**config.mk**
```make
export PLATFORM = sky130hd
export DESIGN_NAME = tx_decision_arbiter
export DESIGN_NICKNAME = d
export VERILOG_FILES = /design/src/rtl/tx_decision_arbiter.sv
export SDC_FILE = /design/constraint.sdc
export NUM_CORES = 1
export LEC_CHECK = 0
export CORE_MARGIN = 2
export CORE_UTILIZATION = 35
export CTS_BUF_LIST = sky130_fd_sc_hd__clkbuf_16
export CTS_CLUSTER_DIAMETER = 50
export DETAILED_ROUTE_END_ITERATION = 7
export PLACE_DENSITY = 0.61
export RECOVER_POWER = 25
export SLEW_MARGIN = 20
export SYNTH_ARGS = -nofsm -noshare
export SYNTH_HDL_FRONTEND = slang
export SYNTH_SLANG_ARGS = --single-unit
```
**constraint.sdc**
```tcl
create_clock -name clk -period 19.2 [get_ports clk]
set_input_delay 2.88 -clock clk [delete_from_list [all_inputs] [get_ports clk]]
set_output_delay 2.88 -clock clk [all_outputs]
set_load 0.02 [all_outputs]
```
**src/rtl/tx_decision_arbiter.sv**
```systemverilog
// Round-robin arbiter that collects one pending trading decision per strategy
// requester and hands them one at a time to the TX framer. It waits for the
// framer's busy handshake and gives up on a frame that is never accepted.
module tx_decision_arbiter #(
    parameter int N_REQ        = 4,
    parameter int BUSY_TIMEOUT = 16
) (
    input  logic                  clk,
    input  logic                  reset,
    input  logic [N_REQ-1:0]      req_dv,
    input  logic [8*N_REQ-1:0]    req_addr,
    input  logic [8*N_REQ-1:0]    req_buysell,
    input  logic [32*N_REQ-1:0]   req_timestamp,
    input  logic                  tx_busy,
    output logic                  tx_dv,
    output logic [7:0]            tx_addr,
    output logic [7:0]            tx_buysell,
    output logic [31:0]           tx_timestamp,
    output logic [2:0]            grant_id,
    output logic [N_REQ-1:0]      pending,
    output logic [7:0]            drop_cnt,
    output logic [7:0]            bad_cnt,
    output logic [7:0]            timeout_cnt
);
    localparam logic [7:0] CODE_BUY  = 8'hF0;
    localparam logic [7:0] CODE_SELL = 8'h0F;
    localparam int         WAIT_W    = $clog2(BUSY_TIMEOUT) + 1;

    typedef enum logic [1:0] {IDLE, SEND, WAIT_HI, WAIT_LO} state_t;
    state_t state, state_nxt;

    logic [7:0]        slot_addr [N_REQ];
    logic [7:0]        slot_bs   [N_REQ];
    logic [31:0]       slot_ts   [N_REQ];
    logic [N_REQ-1:0]  req_ok, req_bad, req_drop, grant_vec;
    logic              found, grant_fire, timeout_hit;
    logic [2:0]        winner;
    logic [WAIT_W-1:0] wait_cnt;

    function automatic logic [3:0] count_ones(input logic [N_REQ-1:0] v);
        logic [3:0] c;
        c = '0;
        for (int i = 0; i < N_REQ; i++) c = c + {3'b000, v[i]};
        return c;
    endfunction

    // Saturating accumulate: any carry out of the byte pins the result at FF.
    function automatic logic [7:0] sat_add(input logic [7:0] a, input logic [3:0] inc);
        logic [8:0] s;
        s = {1'b0, a} + {5'b00000, inc};
        return s[8] ? 8'hFF : s[7:0];
    endfunction

    // Round-robin search starting just after the last granted requester.
    always_comb begin
        found  = 1'b0;
        winner = grant_id;
        for (int k = 1; k <= N_REQ; k++) begin
            for (int i = 0; i < N_REQ; i++) begin
                if (!found && pending[i] && (i == (int'(grant_id) + k) % N_REQ)) begin
                    found  = 1'b1;
                    winner = 3'(i);
                end
            end
        end
    end

    assign grant_fire = (state == IDLE) && found && !tx_busy;

    // Classify incoming strobes; a slot being granted this cycle is free to refill.
    always_comb begin
        req_ok    = '0;
        req_bad   = '0;
        req_drop  = '0;
        grant_vec = '0;
        for (int i = 0; i < N_REQ; i++) begin
            req_ok[i]    = req_dv[i] && ((req_buysell[8*i +: 8] == CODE_BUY) ||
                                         (req_buysell[8*i +: 8] == CODE_SELL));
            req_bad[i]   = req_dv[i] && !req_ok[i];
            grant_vec[i] = grant_fire && (winner == 3'(i));
            req_drop[i]  = req_ok[i] && pending[i] && !grant_vec[i];
        end
    end

    // Next-state and strobe decode for the frame handshake.
    always_comb begin
        state_nxt   = state;
        tx_dv       = 1'b0;
        timeout_hit = 1'b0;
        case (state)
            IDLE:    if (grant_fire) state_nxt = SEND;
            SEND: begin
                tx_dv     = 1'b1;
                state_nxt = WAIT_HI;
            end
            WAIT_HI: begin
                if (tx_busy) begin
                    state_nxt = WAIT_LO;
                end else if (wait_cnt == WAIT_W'(BUSY_TIMEOUT - 1)) begin
                    timeout_hit = 1'b1;
                    state_nxt   = IDLE;
                end
            end
            WAIT_LO: if (!tx_busy) state_nxt = IDLE;
            default: state_nxt = IDLE;
        endcase
    end

    // State register and the busy-rise watchdog.
    always_ff @(posedge clk) begin
        if (reset) begin
            state    <= IDLE;
            wait_cnt <= '0;
        end else begin
            state <= state_nxt;
            if (state == SEND)
                wait_cnt <= '0;
            else if (state == WAIT_HI && !tx_busy)
                wait_cnt <= wait_cnt + 1'b1;
        end
    end

    // Pending flags, grant pointer and event counters.
    always_ff @(posedge clk) begin
        if (reset) begin
            pending     <= '0;
            grant_id    <= 3'(N_REQ - 1);
            drop_cnt    <= '0;
            bad_cnt     <= '0;
            timeout_cnt <= '0;
        end else begin
            pending     <= (pending & ~grant_vec) | req_ok;
            if (grant_fire) grant_id <= winner;
            drop_cnt    <= sat_add(drop_cnt, count_ones(req_drop));
            bad_cnt     <= sat_add(bad_cnt, count_ones(req_bad));
            timeout_cnt <= sat_add(timeout_cnt, {3'b000, timeout_hit});
        end
    end

    // Per-requester slot storage; newest valid decision always wins.
    always_ff @(posedge clk) begin
        for (int i = 0; i < N_REQ; i++) begin
            if (req_ok[i]) begin
                slot_addr[i] <= req_addr[8*i +: 8];
                slot_bs[i]   <= req_buysell[8*i +: 8];
                slot_ts[i]   <= req_timestamp[32*i +: 32];
            end
        end
    end

    // Frame fields latch at grant and hold until the next grant.
    always_ff @(posedge clk) begin
        if (reset) begin
            tx_addr      <= '0;
            tx_buysell   <= '0;
            tx_timestamp <= '0;
        end else begin
            for (int i = 0; i < N_REQ; i++) begin
                if (grant_vec[i]) begin
                    tx_addr      <= slot_addr[i];
                    tx_buysell   <= slot_bs[i];
                    tx_timestamp <= slot_ts[i];
                end
            end
        end
    end
endmodule

```
==> results.md <==
* Core Rows at 63
* Sequential area share after synthesis at 71.1%
* Hold WS at 0.459 ns
* Reg clk slew, reported paths at 0.06 ns
* Storage element area at 7490 um2
* CP Max Fanout at 5
* Worst path required time at 19.57 ns
* Clk sinks at 278
* DR pass1 iterations at 7
* Hold Path Class: reg -> reg
* Post-CTS Hold Fix Bufs at 0
* Post-Synth Simple-Gate Area at 7.04%
* Initial antenna violation count at 3
* Area occupied by multi-input gates at 2810 um2
* Final slew viol count at 0
* CTS tree: done
* Vias per inst at 5.13
* Internal power at 0.00107 W
* Yosys reg bits at 278
* Initial DRC count at 429
* Final Cell Area at 14,800 um2
* Die Ht at 177 um
* Layout Nets at 1,192
* Switching part of the total at 21.0%
* Max_slew headroom at 39.9%
* First-pass GRT wire length at 44,500 um
* XOR/XNOR Fraction of Synth Area at 0.749%
* Main combinational cell family by area after synthesis: compound AO/OA/AOI/OAI gates
* Yosys warning total at 0
* WL per Instance at 21.8 um
* Area Overhead vs Synth at 40.7%
* Post-Synthesis Mean Instance Area at 15.1 um2
* Wire length after detailed routing at 30,600 um
* Critical path arrival at 6.48 ns
* NetSw at 0.000283 W
* Worst clock skew at 0.0210 ns
* Boundary Pins at 279
* Synth Flop Type: edfxtp_1
* Fin crit period at 6.12 ns
* Die width at 177 um
* Layout cells sized above 1 at 7.36%
* P per Cell Area at 91.1 nW/um2
* Total power at 0.00135 W
* Worst hold stages at 1
* Die area at 31,500 um2
* IO buf count at 278
* Placed cell areas at 13,700 um2
* Outcome: completed
* CTS Buf Count at 35
* Max cap viols at 0
* Critical path startpoint category: input pin
* Share of the synthesized area in the top cell type at 54.8%
* Global placement routability congestion at 0.805
* H-tree depth at 2
* Via count at 7,179
* Final hold viol count at 0
* VDD IR max at 0.0000460 V
* Root buf cell: clkbuf_16
* DRC viols at 0
* Vias in the first global route at 7,453
* Initial core utilization at 35.5%
* Cell area after synthesis at 10,500 um2
* CTS Buffer Depth at 3
* Combinational power share at 5.7%
* Final clock period utilization by the worst path at 31.9%
* Total grt overflow at 0
* Syn nets at 906
* Sequential share of power at 48.2%
* Library cells used by synthesis at 59
* Post-synth top area cell: edfxtp_1
* Sum Neg Setup Slack at 0 ns
* Detail Route Antenna Nets at 0
* Compound-Gate Fraction of Synth Area at 15.7%
* CP Class: in -> reg
* CTS resizes at 0
* Adder-cell area share of the yosys netlist at 1.85%
* Placed wire-length estimate at 19,100 um
* FFs w/ async S/R, synth at 0%
* Fmax at 0.164 GHz
* EDFF count, synth at 192
* Largest net degree at the start of global routing at 50
* Worst Max-Slew Pin Slew at 0.899 ns
* RSZ-0062 raised after global routing: false
* Post-synthesis instance total at 695
* Type of destination of the critical path: register
* CORE AREA at 29,600 um2
* Total setup buffers inserted after CTS at 0
* Clk network pwr share at 46.1%
* Leakage at 5.51 nW
* Worst-Skew Late Latency at 0.50 ns
* FF-to-FF path depth at 12
* Final setup fails at 0
* Ranking of synthesized cells by area: edfxtp_1 (55%), dfxtp_1 (16%), a221o_1 (5.2%)
* Post-synthesis mux area share at 0.666%
* Fillers at 2,611
* GRT Overall Usage at 18.9%
==> flip-flops by register name, indices dropped and copies added (netlist names), 4 cells and up <==
signal,count
tx_buysell,8
slot_addr,32
tx_addr,8
bad_cnt,8
slot_ts,128
timeout_cnt,8
wait_cnt,5
drop_cnt,8
slot_bs,32
tx_timestamp,32
pending,4
==> power by group through the flow <==
stage | Combinational (W) | Sequential [W] | Clock (W)
3_3_place_gp | 0.0000819 | 0.000663 | 0
4_1_cts | 0.0000827 | 0.000651 | 0.000638
3_5_place_dp | 0.0000819 | 0.000663 | 0
2_1_floorplan | 0.0000196 | 0.000667 | 0
5_1_grt | 0.0000829 | 0.000651 | 0.000661
6_report | 0.0000764 | 0.000650 | 0.000622
==> placed cells by master, fill, tap and decap left out, types with 8 or more instances in the layout <==
master	instances
a21o_1	44
a21oi_1	28
a221o_1	55
a22o_1	41
a31oi_1	8
and2_1	9
and3_1	8
buf_4	10
clkbuf_16	35
clkdlybuf4s50_1	141
dfxtp_1	86
dlygate4sd3_1	137
edfxtp_1	192
inv_1	24
nand2_1	25
nor2_1	25
==> Yosys cell counts, types with 4 or more instances <==
library cell,instances
nand4_1,4
o21ai_0,4
xnor2_1,6
a221o_1,55
nand2_1,25
dfxtp_1,86
edfxtp_1,192
nor4_1,6
nor2b_1,6
a21o_1,44
a22o_1,41
a21oi_1,28
buf_4,7
nor2_1,27
inv_1,17
mux2i_1,7
nand3_1,6
nand2b_1,5
and2_1,9
nor3_1,4
fa_1,6
o21a_1,7
buf_6,6
clkbuf_1,11
and3_1,8
and4_1,5
ha_1,6
a31oi_1,8
nor3b_1,4
buf_2,15
==> routing by layer <==
layer	wire length [um]	global-route usage, %	share of wire [%]
met2	15000	32.2	49
met3	2460	5.29	8.0
met5	13	0	0.043
met4	535	5.29	1.8
met1	12500	23.5	41
==> path summary, 6_finish.rpt <==
check | slack [ns] | to | from
setup reg to reg | 15.51 | drop_cnt[7]$_SDFF_PP0_ | grant_id[0]$_SDFFE_PP1P_
hold reg to reg | 0.46 | tx_addr[7]$_SDFFE_PP0P_ | slot_addr[3][7]$_DFFE_PP_
setup / recovery | 13.08 | drop_cnt[7]$_SDFF_PP0_ | req_buysell[21]
hold / removal | 0.46 | tx_addr[7]$_SDFFE_PP0P_ | slot_addr[3][7]$_DFFE_PP_
==> critical path, stage by stage <==
cell and delay, ns:
clkdlybuf4s50_1 0.45, or4_1 0.52, nor2_1 0.12, a21oi_1 0.13
nor2_4 0.14, o311ai_0 0.17, fa_1 0.55, inv_1 0.06
fa_1 0.45, fa_1 0.45, nand2_1 0.08, nor2_1 0.08
nor4bb_1 0.31, nor3_1 0.09
==> cell families after synthesis <==
group,Yosys count
DFF,278
AOI/OAI and AO/OA,203
adders and majority gates,12
buffers and inverters,56
xor gates and xnor gates,9
and+or+nand+nor,130
muxes,7
==> cell type report <==
type / count / area share (%)
clock inverter: 26 / 1.46
inverter: 17 / 0.431
timing repair buffer: 288 / 19.3
tap: 390 / 3.30
clock buffer: 35 / 5.91
sequential: 278 / 50.6
multi-input combinational: 361 / 19.0
antenna: 5 / 0.0845
==> stage by stage <==
stage,util (%),setup WS [ns],cells
detailed placement,46.2,12.61,1334
global route,49.9,12.91,1397
CTS,49.9,13.12,1395
finish,50.0,13.08,1400
global placement,46.2,12.69,1334
floorplan,-,10.60,695
(Power assumes the default switching activity.)
